## src/rtl/snake_pkg.sv

```systemverilog
// Shared encodings for the snake heading controller: directions, PAJ7620
// gesture bit positions, FSM state codes and small decode helpers.
// Pure declarations, no timing or flow-control behaviour of its own.
package snake_pkg;

  // Heading encoding; opposite directions differ only in bit 0.
  localparam logic [1:0] DIR_UP    = 2'd0;
  localparam logic [1:0] DIR_DOWN  = 2'd1;
  localparam logic [1:0] DIR_LEFT  = 2'd2;
  localparam logic [1:0] DIR_RIGHT = 2'd3;

  // Bit positions in the PAJ7620 gesture byte.
  localparam int GEST_UP_BIT    = 0;
  localparam int GEST_DOWN_BIT  = 1;
  localparam int GEST_LEFT_BIT  = 2;
  localparam int GEST_RIGHT_BIT = 3;
  localparam int GEST_FWD_BIT   = 4;

  // "Forward" alone toggles pause.
  localparam logic [7:0] GEST_PAUSE = 8'h10;

  // Gesture front-end FSM states.
  localparam logic [1:0] ST_IDLE   = 2'd0;
  localparam logic [1:0] ST_ACCEPT = 2'd1;
  localparam logic [1:0] ST_HOLD   = 2'd2;

  // A direction gesture has exactly one of bits[3:0] set and nothing above.
  function automatic logic gest_is_dir(input logic [7:0] g);
    logic [3:0] lo;
    lo = g[3:0];
    return (g[7:4] == 4'd0) && (lo != 4'd0) && ((lo & (lo - 4'd1)) == 4'd0);
  endfunction

  // Only meaningful when gest_is_dir() holds.
  function automatic logic [1:0] gest_to_dir(input logic [3:0] g);
    logic [1:0] d;
    d = DIR_UP;
    if (g[GEST_DOWN_BIT])  d = DIR_DOWN;
    if (g[GEST_LEFT_BIT])  d = DIR_LEFT;
    if (g[GEST_RIGHT_BIT]) d = DIR_RIGHT;
    return d;
  endfunction

  function automatic logic dir_opposite(input logic [1:0] a, input logic [1:0] b);
    return (a[1] == b[1]) && (a[0] != b[0]);
  endfunction

endpackage

```

## src/rtl/snake_dir_fifo.sv

```systemverilog
// Two-entry queue of pending headings between gesture decode and move ticks.
// Latency: push visible on head/tail/level one cycle later; push+pop in the same cycle both apply.
// Backpressure: none internally; the caller must not push when full unless it pops in the same cycle.
// Ports: clk, rst (sync, active-high), push, pop, din[1:0], head[1:0], tail[1:0], level[1:0] (0..2).
module snake_dir_fifo (
  input  logic       clk,
  input  logic       rst,
  input  logic       push,
  input  logic       pop,
  input  logic [1:0] din,
  output logic [1:0] head,
  output logic [1:0] tail,
  output logic [1:0] level
);

  logic [1:0] e0;  // oldest entry
  logic [1:0] e1;  // second entry, valid only when level == 2

  always_ff @(posedge clk) begin
    if (rst) begin
      e0    <= 2'd0;
      e1    <= 2'd0;
      level <= 2'd0;
    end else begin
      case ({push, pop})
        2'b10: begin
          if (level == 2'd0) begin
            e0    <= din;
            level <= 2'd1;
          end else if (level == 2'd1) begin
            e1    <= din;
            level <= 2'd2;
          end
        end
        2'b01: begin
          if (level != 2'd0) begin
            e0    <= e1;
            level <= level - 2'd1;
          end
        end
        2'b11: begin
          // Level stays put: the new entry replaces the one leaving.
          if (level == 2'd0) begin
            e0    <= din;
            level <= 2'd1;
          end else if (level == 2'd1) begin
            e0 <= din;
          end else begin
            e0 <= e1;
            e1 <= din;
          end
        end
        default: ;
      endcase
    end
  end

  assign head = e0;
  assign tail = (level == 2'd2) ? e1 : e0;

endmodule

```

## src/rtl/snake_dir_ctrl.sv

```systemverilog
// Turns PAJ7620 gesture bytes into a snake heading with a 2-deep turn queue and pause toggle.
// Latency: gesture change at N -> push/gest_drop at N+1 -> q_level at N+2; move_tick pop -> dir next cycle.
// Backpressure: none; gestures during hold-off are ignored and a full queue drops the candidate.
// Ports: sys_clk, sys_rst (sync, active-high), po_data[7:0], move_tick -> dir[1:0], dir_changed,
//        pause, q_level[1:0], gest_drop.
module snake_dir_ctrl
  import snake_pkg::*;
#(
  parameter int         HOLDOFF_CYC = 5_000_000,
  parameter logic [1:0] INIT_DIR    = 2'd3
) (
  input  logic       sys_clk,
  input  logic       sys_rst,
  input  logic [7:0] po_data,
  input  logic       move_tick,
  output logic [1:0] dir,
  output logic       dir_changed,
  output logic       pause,
  output logic [1:0] q_level,
  output logic       gest_drop
);

  localparam int CNT_W = $clog2(HOLDOFF_CYC + 1);
  localparam logic [CNT_W-1:0] CNT_LOAD = CNT_W'(HOLDOFF_CYC - 1);

  logic [1:0]       state;
  logic [CNT_W-1:0] cnt;
  logic [7:0]       last_data;
  logic [7:0]       cap;

  logic [1:0] q_head;
  logic [1:0] q_tail;
  logic [1:0] cand;
  logic [1:0] ref_dir;
  logic       accept;
  logic       is_dir;
  logic       is_pause;
  logic       push;
  logic       pop;

  // Gesture front end: one acceptance, then a hold-off window.
  always_ff @(posedge sys_clk) begin
    if (sys_rst) begin
      state     <= ST_IDLE;
      cnt       <= '0;
      last_data <= 8'd0;
      cap       <= 8'd0;
    end else begin
      case (state)
        ST_IDLE: begin
          last_data <= po_data;
          if ((po_data != 8'd0) && (po_data != last_data)) begin
            cap   <= po_data;
            state <= ST_ACCEPT;
          end
        end
        ST_ACCEPT: begin
          cnt   <= CNT_LOAD;
          state <= ST_HOLD;
        end
        ST_HOLD: begin
          // Keep tracking the sensor so a gesture held through hold-off does not retrigger.
          last_data <= po_data;
          if (cnt == '0) state <= ST_IDLE;
          else           cnt   <= cnt - 1'b1;
        end
        default: state <= ST_IDLE;
      endcase
    end
  end

  // Classification of the captured byte during the single ACCEPT cycle.
  always_comb begin
    accept    = (state == ST_ACCEPT);
    is_pause  = (cap == GEST_PAUSE);
    is_dir    = gest_is_dir(cap);
    cand      = gest_to_dir(cap[3:0]);
    // A new turn is judged against the last heading the snake will have taken.
    ref_dir   = (q_level != 2'd0) ? q_tail : dir;
    // Registered level gate: a push into an empty queue is never popped in the same cycle.
    pop       = move_tick && !pause && (q_level != 2'd0);
    push      = 1'b0;
    gest_drop = 1'b0;
    if (accept) begin
      if (is_dir) begin
        if (dir_opposite(cand, ref_dir) || (cand == ref_dir) || pause ||
            ((q_level == 2'd2) && !pop)) begin
          gest_drop = 1'b1;
        end else begin
          push = 1'b1;
        end
      end else if (!is_pause) begin
        gest_drop = 1'b1;
      end
    end
  end

  always_ff @(posedge sys_clk) begin
    if (sys_rst) begin
      dir         <= INIT_DIR;
      dir_changed <= 1'b0;
      pause       <= 1'b0;
    end else begin
      dir_changed <= pop;
      if (pop) dir <= q_head;
      if (accept && is_pause) pause <= ~pause;
    end
  end

  snake_dir_fifo u_fifo (
    .clk   (sys_clk),
    .rst   (sys_rst),
    .push  (push),
    .pop   (pop),
    .din   (cand),
    .head  (q_head),
    .tail  (q_tail),
    .level (q_level)
  );

endmodule

```

## config.mk

```make
export PLATFORM = sky130hd
export DESIGN_NAME = snake_dir_ctrl
export DESIGN_NICKNAME = d
export VERILOG_FILES = /design/src/rtl/snake_pkg.sv /design/src/rtl/snake_dir_fifo.sv /design/src/rtl/snake_dir_ctrl.sv
export SDC_FILE = /design/constraint.sdc
export NUM_CORES = 1
export LEC_CHECK = 0
export ABC_AREA = 1
export CORE_ASPECT_RATIO = 0.75
export CORE_MARGIN = 2
export CORE_UTILIZATION = 50
export DETAILED_ROUTE_END_ITERATION = 10
export GPL_TIMING_DRIVEN = 0
export MAX_ROUTING_LAYER = met4
export PLACE_DENSITY = 0.69
export SYNTH_ARGS = -nofsm -noshare
export SYNTH_HDL_FRONTEND = slang
export SYNTH_SLANG_ARGS = --single-unit
```

## constraint.sdc

```tcl
create_clock -name sys_clk -period 3 [get_ports sys_clk]
set_input_delay 0.6 -clock sys_clk [delete_from_list [all_inputs] [get_ports sys_clk]]
set_output_delay 0.6 -clock sys_clk [all_outputs]
set_load 0.05 [all_outputs]
```

==> results summary, run 1 <==
The run finished with clean final reports. The highest clock rate is 375 MHz. The number of flip-flops and latches in the synthesized netlist came out at 51. The number of standard cells after synthesis came out at 436. During I/O placement, the number of pins put on the boundary was 18. Wires add up to between 6000 and 7000 um. Counting the buffers created by CTS gives 5. After synthesis, the share of flip-flops with an asynchronous set or reset is 0%. The clock latency of the later-clocked register in the worst-skew pair is approximately 0.31 ns.

The cell area that synthesis handed to floorplanning was about 0.003 mm2. Synthesis instantiated a little over 40 different standard cells from the library. The critical path is of the register to output pin type. The clock skew after layout is 0.0103 ns. The largest total area in the synthesized netlist belongs to dfxtp_1. The share of the clock period used by the worst path after layout is 88.9%. When the netlist entered floorplanning its net count stood at 451. The worst max-slew margin expressed relative to the limit came out at 65.1%. The transition time of the tightest slew-check pin is 0.524 ns.

The sequential cell area fraction in the yosys report is between 30% and 40%. The number of clock sinks seen by CTS came out at around 50. The per-cell routed wire length came out at 12.9 um.

The die area is approximately 0.0065 mm2. The antenna diode count is 0. The clock edge transition at the registers on the reported setup and hold paths is 0.10 ns. The number of pins exceeding their max-slew limit in the final report came out at 0. The number of nets in the layout came out at 475. By area the synthesized netlist is led by dfxtp_1, nand2_1, nor2_1. The CTS tree is built. Across every metal layer, demand over resource in global routing totals 24.3%.

The post-route total power is approximately 2.5 mW. In this run the critical register-to-register path is captured at cnt[19]. The initial core utilization is 51.2%. The time the final worst path needs with I/O delays and setup is 2.67 ns. Prior to clock tree synthesis, the placed netlist has a worst setup slack of -0.00853 ns. STA classifies the critical path endpoint as an output pin. Routability-driven placement finished with a final weighted congestion of 0.960. The die boundary height came out at 70.4 um. The library cell used most frequently in the layout, excluding fill and tap cells, is nand2_1. The share of the synthesized area in the top cell type is 34.8%. Summing all multi-input logic gate instances after layout gives about 0.0017 mm2. The H-tree generated during clock tree synthesis spans 2 levels. The first routing iteration left 181 violations. The area growth from synthesis to layout is 12.9%. The max-capacitance violation count came out at 0. The power density normalized to cell area is 762 mW/mm2.

Input and output buffers added on the ports amount to 17. The number of synthesis warnings came out at 0. The top cell types in the final layout, fill and taps aside, are nand2_1, nor2_1, dfxtp_1. The total DRC errors in the routed layout came out at 0. The first-pass iteration count of the detailed router is 5. The leftover overflow at the end of global routing came out at 0.

Using the TritonRoute via totals, the vias-per-cell ratio works out to 5.25. The startpoint identified for the worst register-to-register timing path is cnt[0]. The top fanout value on the critical path came out at 5. The initial antenna violation count is 0. The number of global-route vias before repair is 2651. The number of hold violations in the final report is 0.

After floorplanning, the core was divided into 24 placement rows. The post-detailed-placement half-perimeter wirelength is 5300 um. The area taken by flip-flops and latches is ~0.001 mm2. The core region is roughly 0.0057 mm2.

The worst-case IR drop observed on VDD is 277 uV. The path category of the worst min-delay check is register to register. The layout has 586 filler cells. The leakage power figure is between 1 and 1.5 nW. The cell at the root of the clock tree is clkbuf_8.

Counting along the longest clock path gives a buffer depth of 2. In this run the remaining antenna-violating nets after routing total 0. The wire length of the first global-routing pass is 12200 um.

Among all flip-flop cells after synthesis, the most frequent one is dfxtp_1. The worst endpoint required time is approximately 2.4 ns. The synthesized design contains 0 enable-type register cells. The final-layout setup total negative slack is 0 ns. Setup repair after global routing left no endpoint under its margin. The mean instance size in the synthesized netlist is 6.73 um2. The total via count after detailed routing came out at 2832. The arrival time at the worst endpoint came out at 2.07 ns.

The final critical-path setup slack is around 0.33 ns. The origin of the worst setup path is u_fifo.level[0]. The width of the die came out at around 90 um. The type of origin of the critical path is a register. The setup violation total in the final timing report came out at 0. The number of cell instances on the worst register-to-register path came out at 11.

The internal reg-to-reg setup slack came out at 1.01 ns. The total of hold buffers inserted after clock tree synthesis came out at 0. Entering global routing, the biggest net connects 18 pins. Cells with a size suffix above 1 make up 9.76% of the layout. Following the worst setup path forward leads to its endpoint at gest_drop.
[how the worst min path moves through the flow]
stage,depth (start not counted),start,endpoint,slack (ns)
2_1_floorplan,2,cnt[22],cnt[22],0.44
3_3_place_gp,2,cnt[22],cnt[22],0.45
3_5_place_dp,2,cnt[22],cnt[22],0.45
4_1_cts,2,cnt[22],cnt[22],0.47
5_1_grt,2,cnt[22],cnt[22],0.50
6_report,2,cnt[22],cnt[22],0.47
[state kept, by name, summed over array words and instances, names as in the netlist]
register      count
cap               8
cnt              23
dir               2
dir_changed       1
last_data         8
pause             1
state             2
u_fifo.e1         2
u_fifo.head       2
u_fifo.level      2
[cell families after synthesis]
kind of cell               after synthesis  synth area share [%]
adders and majority gates                4                  1.71
buffers and inverters                   51                  8.10
xor gates and xnor gates                16                  4.77
AOI/OAI and AO/OA                       78                  13.8
and+or+nand+nor                        236                  36.9
DFF                                     51                  34.8
[synthesized netlist by cell type (3+ instances only)]
library cell,number
a21oi_1,41
buf_6,3
clkbuf_1,3
nand2_1,96
nand4_1,5
xnor2_1,10
o21ai_1,3
xor2_1,6
inv_1,34
nor2_2,4
nand3_1,30
ha_1,4
nor3_1,4
o21ai_0,28
nand2_2,6
nor2_1,70
or2_2,3
dfxtp_1,51
[repair_timing]
item | 4_1_cts | 5_1_grt
buffers inserted | 0 | 0
setup endpoints to repair | 1 | 1
resized for setup | 1 | 2
[worst max-delay path: stages (launching register included)]
cell	delay, ns
dfxtp_1	0.38
inv_1	0.09
ha_1	0.27
inv_2	0.12
nand3_2	0.12
a21oi_1	0.18
nand2_2	0.14
nor2_8	0.14
nor2_1	0.07
clkbuf_2	0.23
[layer usage]
layer / part of all wire (%) / up-vias / track usage (%)
li1: - / 1461 / -
met1: 51 / 1274 / 35.0
met2: 40 / 89 / 35.7
met3: 8.0 / 8 / 3.99
met4: 1.0 / 0 / 5.64
met5: 0 / - / -
[report_power, final]
| group | total [mW] | internal [mW] | leakage [nW] | switching (mW) |
|---|---|---|---|---|
| sequential | 0.869 | 0.782 | 0.420 | 0.0876 |
| clock | 0.505 | 0.252 | 0.0548 | 0.254 |
| combinational | 1.15 | 0.395 | 0.951 | 0.754 |
[final cells by class]
| cell class | count | area share (%) |
|---|---|---|
| plain buffers | 11 | 2.53 |
| clock buffers | 5 | 2.08 |
| clock inverters | 3 | 1.40 |
| inverters | 40 | 4.65 |
| multi-input cells | 334 | 50.6 |
| flip-flops and latches | 51 | 30.8 |
| well taps | 78 | 2.95 |
| repair buffers | 17 | 4.98 |
[per-stage QoR]
step / hold WS [ns] / utilization, % / std cells / instance area, um2
5_1_grt: 0.503 / 57.8 / 539 / 3310
3_5_place_dp: 0.454 / 55.8 / 531 / 3200
3_3_place_gp: 0.450 / 55.8 / 531 / 3200
2_1_floorplan: 0.439 / - / 436 / 2940
6_report: 0.472 / 57.8 / 539 / 3310
4_1_cts: 0.469 / 57.8 / 539 / 3320
No activity file was read; power rests on OpenSTA's default activity.
==> run 2, diff against run 1 <==
clock period = 2.7 ns   (was 3 ns; I/O delays follow)
==> run 2 against run 1 <==
Utilization down 0.31 points. Via count grew 0.42%. Design area decreased by 0.53%. Count of clock-buffer cells in the layout increased by 2. Final cell count unchanged. Critical endpoint unchanged. Largest power group unchanged.
==> results summary, run 2 (synthesis results as in run 1) <==
The leading cell type in the layout, fill and taps excluded is nand2_1. For this run, the slowest stage of the critical path takes 0.39 ns. The final critical-path setup slack is 0.118 ns. The number of clock sinks seen by CTS came out at 51.

The arrival time at the worst endpoint is around 2 ns. The initial antenna violation count is 0. The largest registers in the layout are cnt (23), cap (8), last_data (8). The end-of-flow core utilization came out at 57.5%. For this run, design rule violations remaining after detail routing come to 0.

The CTS tree is built. OpenSTA, run right after detailed placement, puts the worst setup slack at -0.159 ns. The worst register-to-register path begins at u_fifo.level[0]. Among all stages on the critical path, the largest delay is contributed by dfxtp_1. The worst max-slew margin expressed relative to the limit is 59.1%. The worst setup path is of the register to output pin kind. The floorplan step set the die height to 70.4 um. Global routing consumed, on the met2 layer, around a third of the routing resources. The total of hold buffers inserted after clock tree synthesis is 0. The initial core utilization came out at 51.2%. The final critical path takes up around 96% of the cycle. The number of cell instances on the worst register-to-register path came out at 10.

The clock latency of the later-clocked register in the worst-skew pair came out at 0.31 ns. The time the final worst path needs with I/O delays and setup is 2.58 ns. Leaving out fill and tap cells, the most frequent cells in the layout are nand2_1, nor2_1, dfxtp_1.

The width of the die is between 90 and 100 um. The max-capacitance violation count is 0. The endpoint identified for the worst register-to-register timing path is u_fifo.level[1]. In this run the worst hold path is classified as register to register. In this run the most used layer during global routing was met1. In this run, placement finished with an instance count of 531. For the worst setup path, the data required time is 2.16 ns.

The number of global-route vias before repair came out at 2591. After clock tree synthesis, the clock-pin slew on the worst setup and hold paths is 0.10 ns. The area growth from synthesis to layout is 12.3%. The worst hold slack after final layout came out at about 0.47 ns. The critical path capture point type is an output pin. The number of standard cells in the final layout excluding fillers is roughly 540. The initialized floorplan defines 24 standard-cell rows.

The level count of the clock H-tree came out at 2. For this run, the detailed router's first-pass iteration total came to 5. The post-route total power came out at 2.74 mW. For this block, the initial DRC count from the detailed router was 260.

The number of hold violations in the final report came out at 0. The post-detailed-placement half-perimeter wirelength came out at 5330 um. The wire length of the first global-routing pass came out at roughly 12000 um. Dividing the detail-routed wire length by the instance count gives 13.1 um. The met3 usage in global routing came out at 3.56%.

The kind of cell adding the most delay to the critical path is buffers and inverters. Dividing the detail-routed via count by the number of cells gives around 5.3. The count of buffers added on input and output ports is 17. The global placer's final weighted congestion came out at about 0.91.

The power density normalized to cell area came out at 830 mW/mm2. The sum of routed wire length over all layers came out at between 7000 and 8000 um. Setup repair after global routing left no endpoint under its margin. The final route contains 2844 vias. In this run the post-CTS setup repair buffer count came out at 0. The transition time of the tightest slew-check pin came out at 0.614 ns.

The repair_antennas step left the layout with diodes totalling 0. CTS placed an instance of clkbuf_8 at the clock tree root. The number of nets in the layout is 475. The end of the worst hold path is cnt[22]. Summed over all cells, the static leakage comes to 1.42 nW. In this run the most critical hold path is launched from cnt[22]. Walking the worst path, the cells encountered are inv_1 > ha_1 > inv_2 > nand3_2 > a21oi_1 > nand2_2 > nor2_8 > nor2_2 > buf_2. The met1 usage in global routing came out at 36.1%. The die area is 0.00651 mm2. cnt holds more flip-flops than any other register. The cell depth of the worst min-delay path is 2. Derived from the worst setup path, the maximum achievable clock frequency is 387 MHz.

The count of pins on the block boundary is 18. IR analysis of the VDD net gives a maximum drop of between 300 and 400 uV. The buffers plus inverters on the worst setup path came out at 3. The setup violation total in the final timing report came out at 0. The number of flip-flops under the largest register name came out at 23.

The type of origin of the critical path is a register. The flow ran to the end, and the final reports show no timing, DRC or antenna violations. For flop-to-flop paths, the worst setup slack is 0.69 ns. The core outline area is ~0.0057 mm2. In this run the worst path has a maximum fanout of 5.

The clock skew after layout came out at ~0.0056 ns. The total CTS buffers came out at 5. Cells with a size suffix above 1 make up ~10% of the layout.

The total routing usage reported by global routing came out at 23.9%. The pin count of the biggest net entering global routing is 16. The clock tree buffer depth came out at 2. The remaining number of nets flagged by the antenna check after routing came out at 0. The number of pins exceeding their max-slew limit in the final report is 0. The leftover overflow at the end of global routing is 0.
## run 2: cell types whose count changed in the layout (fill, tap and decap cells not counted), sizes merged
cell	previous run	this run
buf	7	8
bufinv	1	0
clkbuf	10	11
clkinv	3	4
clkinvlp	1	0
inv	38	37
## run 2: per-stage QoR
step	area (um2)	TNS (ns)
final	3300	0
after floorplan	2940	0
after global routing	3300	0
after CTS	3300	0
after detailed placement	3210	-0.159
after global placement	3210	-0.148
## run 2: final cells by class
| cell class | instances | area (um2) |
|---|---|---|
| clock buffers | 7 | 86.3 |
| multi-input cells | 334 | 1680 |
| repair buffers | 17 | 165 |
| plain buffers | 11 | 83.8 |
| flip-flops and latches | 51 | 1020 |
| fillers | 577 | 2440 |
| clock inverters | 1 | 8.76 |
| inverters | 40 | 154 |
| well taps | 78 | 97.6 |
## run 2: how the worst max path moves through the flow
stage	startpoint	end	slack [ns]	cells past startpoint
finish	u_fifo.level[0]	gest_drop	0.12	9
detailed placement	move_tick	gest_drop	-0.16	7
CTS	u_fifo.level[0]	gest_drop	0.12	9
global placement	move_tick	gest_drop	-0.15	7
floorplan	u_fifo.level[0]	gest_drop	0.19	8
global route	u_fifo.level[0]	gest_drop	0.003	9
## run 2: layer usage
| metal | vias to the layer above | wire length (um) |
|---|---|---|
| met5 | - | 0 |
| met3 | 7 | 388 |
| met2 | 76 | 2880 |
| met4 | 0 | 74 |
| li1 | 1463 | - |
| met1 | 1298 | 3740 |
## run 2: power breakdown
| part | leakage (nW) | switching, mW | total (mW) | internal, mW |
|---|---|---|---|---|
| combinational | 0.951 | 0.848 | 1.29 | 0.441 |
| sequential | 0.420 | 0.0943 | 0.963 | 0.868 |
| clock | 0.0484 | 0.274 | 0.485 | 0.211 |
## run 2: tightest hold or removal path, delay by kind of cell, from the launching register on
kind	cells	cell delay, ns
AO/OA/AOI/OAI	1	0.05
flip-flops	1	0.32
AND/OR/NAND/NOR	1	0.06
## run 2: timing repair
action	4_1_cts	5_1_grt
endpoints found under the hold margin	0	0
resized for setup	5	0
setup endpoints to repair	1	0
